`src/rtl/hcsr04_ranger.sv`:
```
// HC-SR04 ultrasonic ranger: issues a trigger pulse, times the echo width in
// microseconds and converts it to millimetres (0.1715 mm/us, Q16 multiply).
// Optional feature macro: HCSR04_RANGER_AUTO_EN -- when defined, HOLDOFF
// returns straight to TRIG so one start gives continuous ranging.
`timescale 1ns/1ps
module hcsr04_ranger #(
  parameter int CLK_MHZ    = 12,
  parameter int TRIG_US    = 10,
  parameter int TIMEOUT_US = 30000,
  parameter int HOLDOFF_US = 60000
) (
  input  logic        clk,
  input  logic        rst,
  input  logic        start,
  input  logic        echo,
  output logic        trig,
  output logic        busy,
  output logic        valid,
  output logic [15:0] echo_us,
  output logic [15:0] distance_mm,
  output logic        timeout
);

  localparam logic [7:0]  PRE_MAX   = 8'(CLK_MHZ - 1);
  localparam logic [15:0] TRIG_LAST = 16'(TRIG_US * CLK_MHZ - 1);
  localparam logic [15:0] TO_LAST   = 16'(TIMEOUT_US - 1);
  localparam logic [15:0] TO_FULL   = 16'(TIMEOUT_US);
  localparam logic [15:0] HOLD_LAST = 16'(HOLDOFF_US - 1);

  typedef enum logic [2:0] {IDLE, TRIG, WAIT_RISE, MEASURE, CALC, HOLDOFF} state_t;

`ifdef HCSR04_RANGER_AUTO_EN
  localparam state_t HOLD_EXIT = TRIG;
`else
  localparam state_t HOLD_EXIT = IDLE;
`endif

  state_t      state_q, state_d;
  logic        echo_s1_q, echo_s2_q, echo_s3_q;
  logic [7:0]  pre_q;
  logic [15:0] cnt_q, cnt_d;
  logic        valid_q, valid_d;
  logic [15:0] echo_us_q, echo_us_d;
  logic [15:0] dist_q, dist_d;
  logic        to_q, to_d;
  logic        tick, rise, fall;

  // Echo width (us) to millimetres: 11239/65536 ~= 0.1715 mm/us.
  function automatic logic [15:0] mm_from_us(input logic [15:0] us);
    return 16'((32'(us) * 32'd11239) >> 16);
  endfunction

  assign tick = (pre_q == PRE_MAX);
  assign rise = echo_s2_q & ~echo_s3_q;
  assign fall = ~echo_s2_q & echo_s3_q;

  assign trig        = (state_q == TRIG);
  assign busy        = (state_q != IDLE);
  assign valid       = valid_q;
  assign echo_us     = echo_us_q;
  assign distance_mm = dist_q;
  assign timeout     = to_q;

  // State, synchronizer, prescaler and result registers.
  always_ff @(posedge clk) begin
    if (rst) begin
      state_q   <= IDLE;
      echo_s1_q <= 1'b0;
      echo_s2_q <= 1'b0;
      echo_s3_q <= 1'b0;
      pre_q     <= '0;
      cnt_q     <= '0;
      valid_q   <= 1'b0;
      echo_us_q <= '0;
      dist_q    <= '0;
      to_q      <= 1'b0;
    end else begin
      state_q   <= state_d;
      echo_s1_q <= echo;
      echo_s2_q <= echo_s1_q;
      echo_s3_q <= echo_s2_q;
      // The us grid is re-aligned to every state entry.
      pre_q     <= (state_d != state_q || tick) ? '0 : pre_q + 8'd1;
      cnt_q     <= cnt_d;
      valid_q   <= valid_d;
      echo_us_q <= echo_us_d;
      dist_q    <= dist_d;
      to_q      <= to_d;
    end
  end

  // Next-state logic, shared cycle/us counter and result capture.
  always_comb begin
    state_d   = state_q;
    cnt_d     = cnt_q;
    valid_d   = 1'b0;
    echo_us_d = echo_us_q;
    dist_d    = dist_q;
    to_d      = to_q;
    case (state_q)
      IDLE: begin
        if (start) begin
          state_d = TRIG;
          cnt_d   = '0;
        end
      end
      TRIG: begin
        if (cnt_q == TRIG_LAST) begin
          state_d = WAIT_RISE;
          cnt_d   = '0;
        end else begin
          cnt_d = cnt_q + 16'd1;
        end
      end
      WAIT_RISE: begin
        // Only a fresh low-to-high edge starts timing; a level already high is ignored.
        if (rise) begin
          state_d = MEASURE;
          cnt_d   = '0;
        end else if (tick) begin
          cnt_d = cnt_q + 16'd1;
          if (cnt_q == TO_LAST) state_d = CALC;
        end
      end
      MEASURE: begin
        if (fall) begin
          state_d = CALC;
        end else if (tick && echo_s2_q) begin
          cnt_d = cnt_q + 16'd1;
          if (cnt_q == TO_LAST) state_d = CALC;
        end
      end
      CALC: begin
        // A counter sitting at the full timeout value can only come from a timeout exit.
        valid_d   = 1'b1;
        echo_us_d = cnt_q;
        if (cnt_q == TO_FULL) begin
          dist_d = 16'hFFFF;
          to_d   = 1'b1;
        end else begin
          dist_d = mm_from_us(cnt_q);
          to_d   = 1'b0;
        end
        state_d = HOLDOFF;
        cnt_d   = '0;
      end
      HOLDOFF: begin
        if (tick) begin
          if (cnt_q == HOLD_LAST) begin
            state_d = HOLD_EXIT;
            cnt_d   = '0;
          end else begin
            cnt_d = cnt_q + 16'd1;
          end
        end
      end
      default: begin
        state_d = IDLE;
        cnt_d   = '0;
      end
    endcase
  end

endmodule

```
`config.mk`:
```
export PLATFORM = sky130hd
export DESIGN_NAME = hcsr04_ranger
export DESIGN_NICKNAME = d
export VERILOG_FILES = /design/src/rtl/hcsr04_ranger.sv
export SDC_FILE = /design/constraint.sdc
export NUM_CORES = 1
export LEC_CHECK = 0
export BUFFER_PORTS_ARGS = -buffer_cell sky130_fd_sc_hd__clkbuf_2
export CORE_MARGIN = 2
export CORE_UTILIZATION = 54
export CTS_CLUSTER_SIZE = 8
export DETAILED_ROUTE_END_ITERATION = 8
export HOLD_SLACK_MARGIN = 0.03
export PLACE_DENSITY_LB_ADDON = 0.12
export SLEW_MARGIN = 15
export SYNTH_ARGS = -nofsm -noshare
export SYNTH_HDL_FRONTEND = slang
export SYNTH_SLANG_ARGS = --single-unit
export TNS_END_PERCENT = 100
```
`constraint.sdc`:
```
create_clock -name clk -period 7.15 [get_ports clk]
set_input_delay 0 -clock clk [delete_from_list [all_inputs] [get_ports clk]]
set_output_delay 0 -clock clk [all_outputs]
set_load 0.005 [all_outputs]
```
Yosys cells after proc, flatten, opt, wreduce, memory -nomap -nowiden
Index checks and enable logic that the tools add are counted.
- bits in registers: 64
- output and inout port bits: 36
- logic and storage cells: 61
- $add $sub $neg: 2
- multipliers: 1
- equal/unequal tests: 16
- muxes and demuxes: 22
- bitwise logic cells: 4
- reductions and logical operators: 6
- operators with widths (kind ; number):
    $mux W16 ; 9
    $pmux W16 S5 ; 1
    $eq A16 B15 Y1 const B ; 2
    $mul A16 B14 Y30 const B ; 1
    $mux W3 ; 9
    $pmux W3 S6 ; 1
    $add A16 B1 Y16 const B ; 1
    $eq A16 B16 Y1 const B ; 1
    $eq A16 B7 Y1 const B ; 1
    $add A8 B1 Y8 const B ; 1
    $eq A8 B4 Y1 const B ; 1
    $ne A2 B2 Y1 const B ; 4
    $eq A3 B2 Y1 const B ; 2
    $eq A3 B3 Y1 const B ; 2
    $reduce_and A5 Y1 ; 1
    $eq A3 B1 Y1 const B ; 1
    $logic_not A3 Y1 ; 1
    $ne A3 B3 Y1 ; 1
    $ne A3 B3 Y1 const B ; 1
    $reduce_bool A3 Y1 ; 1
    $and A1 B1 Y1 ; 2
    $mux W1 ; 2
    $not A1 Y1 ; 2
    $reduce_or A2 Y1 ; 1
    2 further kinds ; 2

Depth between registers and ports, before layout
- depth after elaboration: 8
- mapped depth: 19
- gate-level depth less buffers: 19

Worst setup path after synthesis
Ideal clock, no wire load.
- path kind: reg2reg
- start: register cnt_q[7]
- end: register dist_q[12], in the netlist distance_mm[12]
- setup time: 103 ps
- arrival: 5388 ps
- setup slack: 1659 ps
- stages on the path, launching flop included: 18
- buffers on the path: 0
- cells stage by stage: dfxtp_1 fa_1 fa_1 inv_1 fa_1 inv_1 fa_1 fa_1 inv_1 fa_1 inv_1 ha_1 nand4_2 nor3_1 nand4b_1 nand3_1 mux2_2 a2111oi_2
- word-level cells in the longest chain between the ends: 2
- elaborated cells between the ends (all ways): 3
- classes of those cells: mul (1); eq/ne (1); mux (1)
- RTL lines (element ; line ; RTL):
    start, declared ; 41 ; logic [15:0] cnt_q, cnt_d;
    start signal, assigned ; 84 ; cnt_q <= cnt_d;
    $mul A16 B14 Y30 or $eq A16 B15 Y1 (tied branches) ; 50, 137 ;
    $mux W16 * ; 137 ; if (cnt_q == TO_FULL) begin
    end signal, assigned ; 87 ; dist_q <= dist_d;
    end, declared ; 44 ; logic [15:0] dist_q, dist_d;
Mark *: on every way between the ends. The rest lies on a longest branch, timed or not.
A chain may end at the register's enable or synchronous reset.

Final worst setup path
Ends and elaborated chain as after synthesis.

==> flow_metrics.py <==
metrics = {
    "cells_and_area": {
        "antenna_cells": 0,
        "fillers": 1322,
        "fin_nets": 1156,
        "stdcell_count": 1109,
        "final_util": 0.594,
        "area_delta_synth_final_pct": 7.54,
        "multi_input_comb_area_sq_um": 5870,
        "drive_gt1_frac": 0.0822,
        "seq_area_sq_um": 1240,
    },
    "power": {
        "p_int_w": 0.000618,
        "switching_power_w": 0.000199,
        "sw_frac_of_total": 0.244,
        "pwr-share-clk": 0.507,
        "max-vdd-ir-drop_mv": 0.103,
        "p_seq_frac": 0.433,
        "power.leakage_nw": 4.38,
        "p_comb_frac": 0.060,
        "p_per_area_nw_per_um2": 94.9,
    },
    "grt": {
        "grt_max_degree": 43,
        "grt_overflow": 0,
        "grt_pass1_wl_microns": 31800,
        "grt_pass1_vias": 6110,
        "grt_antenna_before_repair": 0,
        "grt_usage": 0.254,
    },
    "job": {
        "drv_cap": 0,
    },
    "critical_path": {
        "cp_common_cell": "fa_1",
        "required_ns": 7.39,
        "cp_slowest_cell": "dfxtp_1",
        "path_max_fanout": 11,
        "path_class": "flop to flop",
        "cp-end-kind": "flop",
        "worstPathArrival_ns": 6.30,
        "cp-start-kind": "flop",
        "critPathMaxStageDelay_ns": 0.73,
        "path_cells": "fa_1, fa_1, inv_1, fa_1, inv_1, fa_1, fa_1, inv_1, fa_1, inv_1, ha_1, nand4_2, nor3_1, nand4b_1, nand3_1, mux2_2, a2111oi_2",
    },
    "timing": {
        "finClkSkew_ns": 0.0140,
        "fin_crit_sh": 0.849,
        "grt_setup_unrepaired": "false",
        "slew_headroom": 0.341,
        "setup_viol": 0,
        "hold_viol": 0,
        "setup-tns-final_ns": 0,
        "drv_slew": 0,
        "setup_slack_ns": 1.08,
        "fin_crit_ns": 6.07,
        "worst_pin_slew_ns": 0.989,
        "max_freq_ghz": 0.165,
    },
    "clock_tree": {
        "cts-root-buf": "clkbuf_16",
        "cts_tree": "built",
        "cts_sinks": 62,
        "numCtsBuffers": 9,
        "htreeDepth": 3,
        "clk_pin_slew_ns": 0.06,
        "clockBufferDepth": 2,
        "clock_latency_ns": 0.35,
        "cts_setup_buffers": 0,
    },
    "floorplan": {
        "initial_core_util": 0.553,
        "dieArea_sq_um": 15800,
        "die_h_microns": 126,
        "num_rows": 44,
        "fp.dieW_microns": 126,
        "ios": 40,
        "core-area_sq_um": 14500,
    },
    "logic_synthesis": {
        "syn-cell-area_sq_um": 8000,
        "syn_avg_cell_area_sq_um": 8.96,
        "syn_inst": 893,
        "ys_async_sr_fraction": 0,
        "yosys_warnings": 0,
        "syn_nets": 1128,
        "synth.distinct_cells": 69,
        "synth_edf_count": 0,
        "ys_dominant_reg_cell": "dfxtp_1",
        "ys_seq_area_frac": 0.155,
        "ys_ff_latch": 62,
    },
    "routing": {
        "via_count": 5963,
        "drtAntennaViolNets": 0,
        "drcViolationCount": 0,
        "drt_first_pass_iters": 4,
        "vias_per_cell": 5.38,
        "routedWlPerCell_microns": 16.8,
        "wl_microns": 18600,
        "first_iter_violations": 198,
    },
    "placement": {
        "place_congestion": 0.939,
        "dp_cells": 1093,
        "dpl.hpwl_microns": 15200,
        "portBuffers": 39,
        "post-place-ws_ns": 1.13,
    },
    "hold_path": {
        "hold_class": "input port to flop",
    },
    "run_status": {
        "run_status": "complete, no violations",
    },
}
[layer usage]
metal / up-vias / GRT usage / routed length (microns)
li1: 2963 / - / -
met5: - / 0 / 0
met3: 21 / 0.0425 / 761
met4: 0 / 0.0724 / 338
met2: 119 / 0.415 / 8850
met1: 2860 / 0.352 / 8650
[worst paths after layout]
kind                                 from         endpoint  slack [ns]  cells past startpoint
worst min register to register  echo_s1_q        echo_s2_q        0.45                      1
worst max register to register   cnt_q[7]  distance_mm[12]        1.08                     17
worst min-delay path                  rst        echo_s3_q        0.19                      3
worst max-delay path             cnt_q[7]  distance_mm[12]        1.08                     17
[worst max-delay path, delay by kind of cell, from the launching register on]
family / cells / cell delay (ns)
buffers and inverters: 4 / 0.21
DFF: 1 / 0.73
and+or+nand+nor: 4 / 0.79
AOI/OAI and AO/OA: 1 / 0.34
adders and majority gates: 7 / 3.50
muxes: 1 / 0.38
[layout make-up]
type | count | area share
clock buffer | 12 | 0.0298
clock inverter | 3 | 0.00233
inverter | 201 | 0.0877
multi-input combinational | 603 | 0.682
sequential | 62 | 0.144
tap | 184 | 0.0268
timing repair buffer | 44 | 0.0273
[timing repair]
| item | 4_1_cts | 5_1_grt |
|---|---|---|
| gates resized for setup | 0 | 0 |
| setup endpoints to repair | 0 | 0 |
| endpoints found under the hold margin | 1 | 0 |
| hold buffers | 1 | 0 |
[layout by cell type (no fill, tap or decap), types with 6 or more instances in the layout]
| master | netlist | final |
|---|---|---|
| clkbuf_16 | 0 | 9 |
| a211oi_1 | 12 | 12 |
| nand3_1 | 18 | 18 |
| fa_1 | 101 | 101 |
| xnor2_1 | 22 | 22 |
| clkbuf_2 | 2 | 39 |
| a21oi_1 | 39 | 39 |
| ha_1 | 130 | 130 |
| inv_1 | 201 | 201 |
| nor3_1 | 13 | 13 |
| o21bai_1 | 6 | 6 |
| o21ai_0 | 22 | 22 |
| nand4_1 | 13 | 13 |
| nand2_1 | 63 | 63 |
| and3_1 | 6 | 6 |
| nor2_1 | 62 | 62 |
| a311oi_1 | 6 | 6 |
| dfxtp_1 | 62 | 62 |
[Yosys cell counts (all sizes together) (6+ instances only)]
library cell  instances  area (sq um)
clkbuf               15          58.8
nand2                64           243
nand3                18          90.1
and3                  6          37.5
buf                  12          86.3
xnor2                22           193
o21ai                25           129
ha                  130          1630
nor2                 65           251
dfxtp                62          1240
a211oi               12          90.1
a311oi                7          67.6
inv                 201           754
nor3                 13          65.1
nor4                  6          50.0
nand4                14          93.8
fa                  101          2020
a21oi                39           195
o211ai                6          50.1
o21bai                6          45.0
[logic make-up after synthesis]
group | share of synthesized area
AOI/OAI and AO/OA | 0.111
xor gates and xnor gates | 0.0295
adders and majority gates | 0.456
buffers and inverters | 0.112
DFF | 0.155
muxes | 0.00766
and+or+nand+nor | 0.128
[registers in the layout (all words and copies together) (netlist names)]
name	flops
cnt_q	16
distance_mm	15
echo_s1_q	1
echo_s2_q	1
echo_s3_q	1
echo_us	16
pre_q	8
state_q	3
valid	1
[through the flow]
stage | power [W] | cell area [sq um] | hold slack (ns)
final | 0.000817 | 8610 | 0.188
after floorplan | 0.000397 | 8000 | 0.128
after CTS | 0.000827 | 8610 | 0.190
after detailed placement | 0.000409 | 8320 | 0.221
after global routing | 0.000847 | 8610 | 0.210
after global placement | 0.000410 | 8320 | 0.227
[power groups by stage]
stage / Combinational [W] / Sequential (W) / Clock, W
6_report: 0.0000486 / 0.000354 / 0.000414
5_1_grt: 0.0000553 / 0.000354 / 0.000438
4_1_cts: 0.0000491 / 0.000354 / 0.000424
3_5_place_dp: 0.0000480 / 0.000361 / 0
3_3_place_gp: 0.0000484 / 0.000361 / 0
2_1_floorplan: 0.0000388 / 0.000358 / 0
Power figures use the tool's default switching activity.
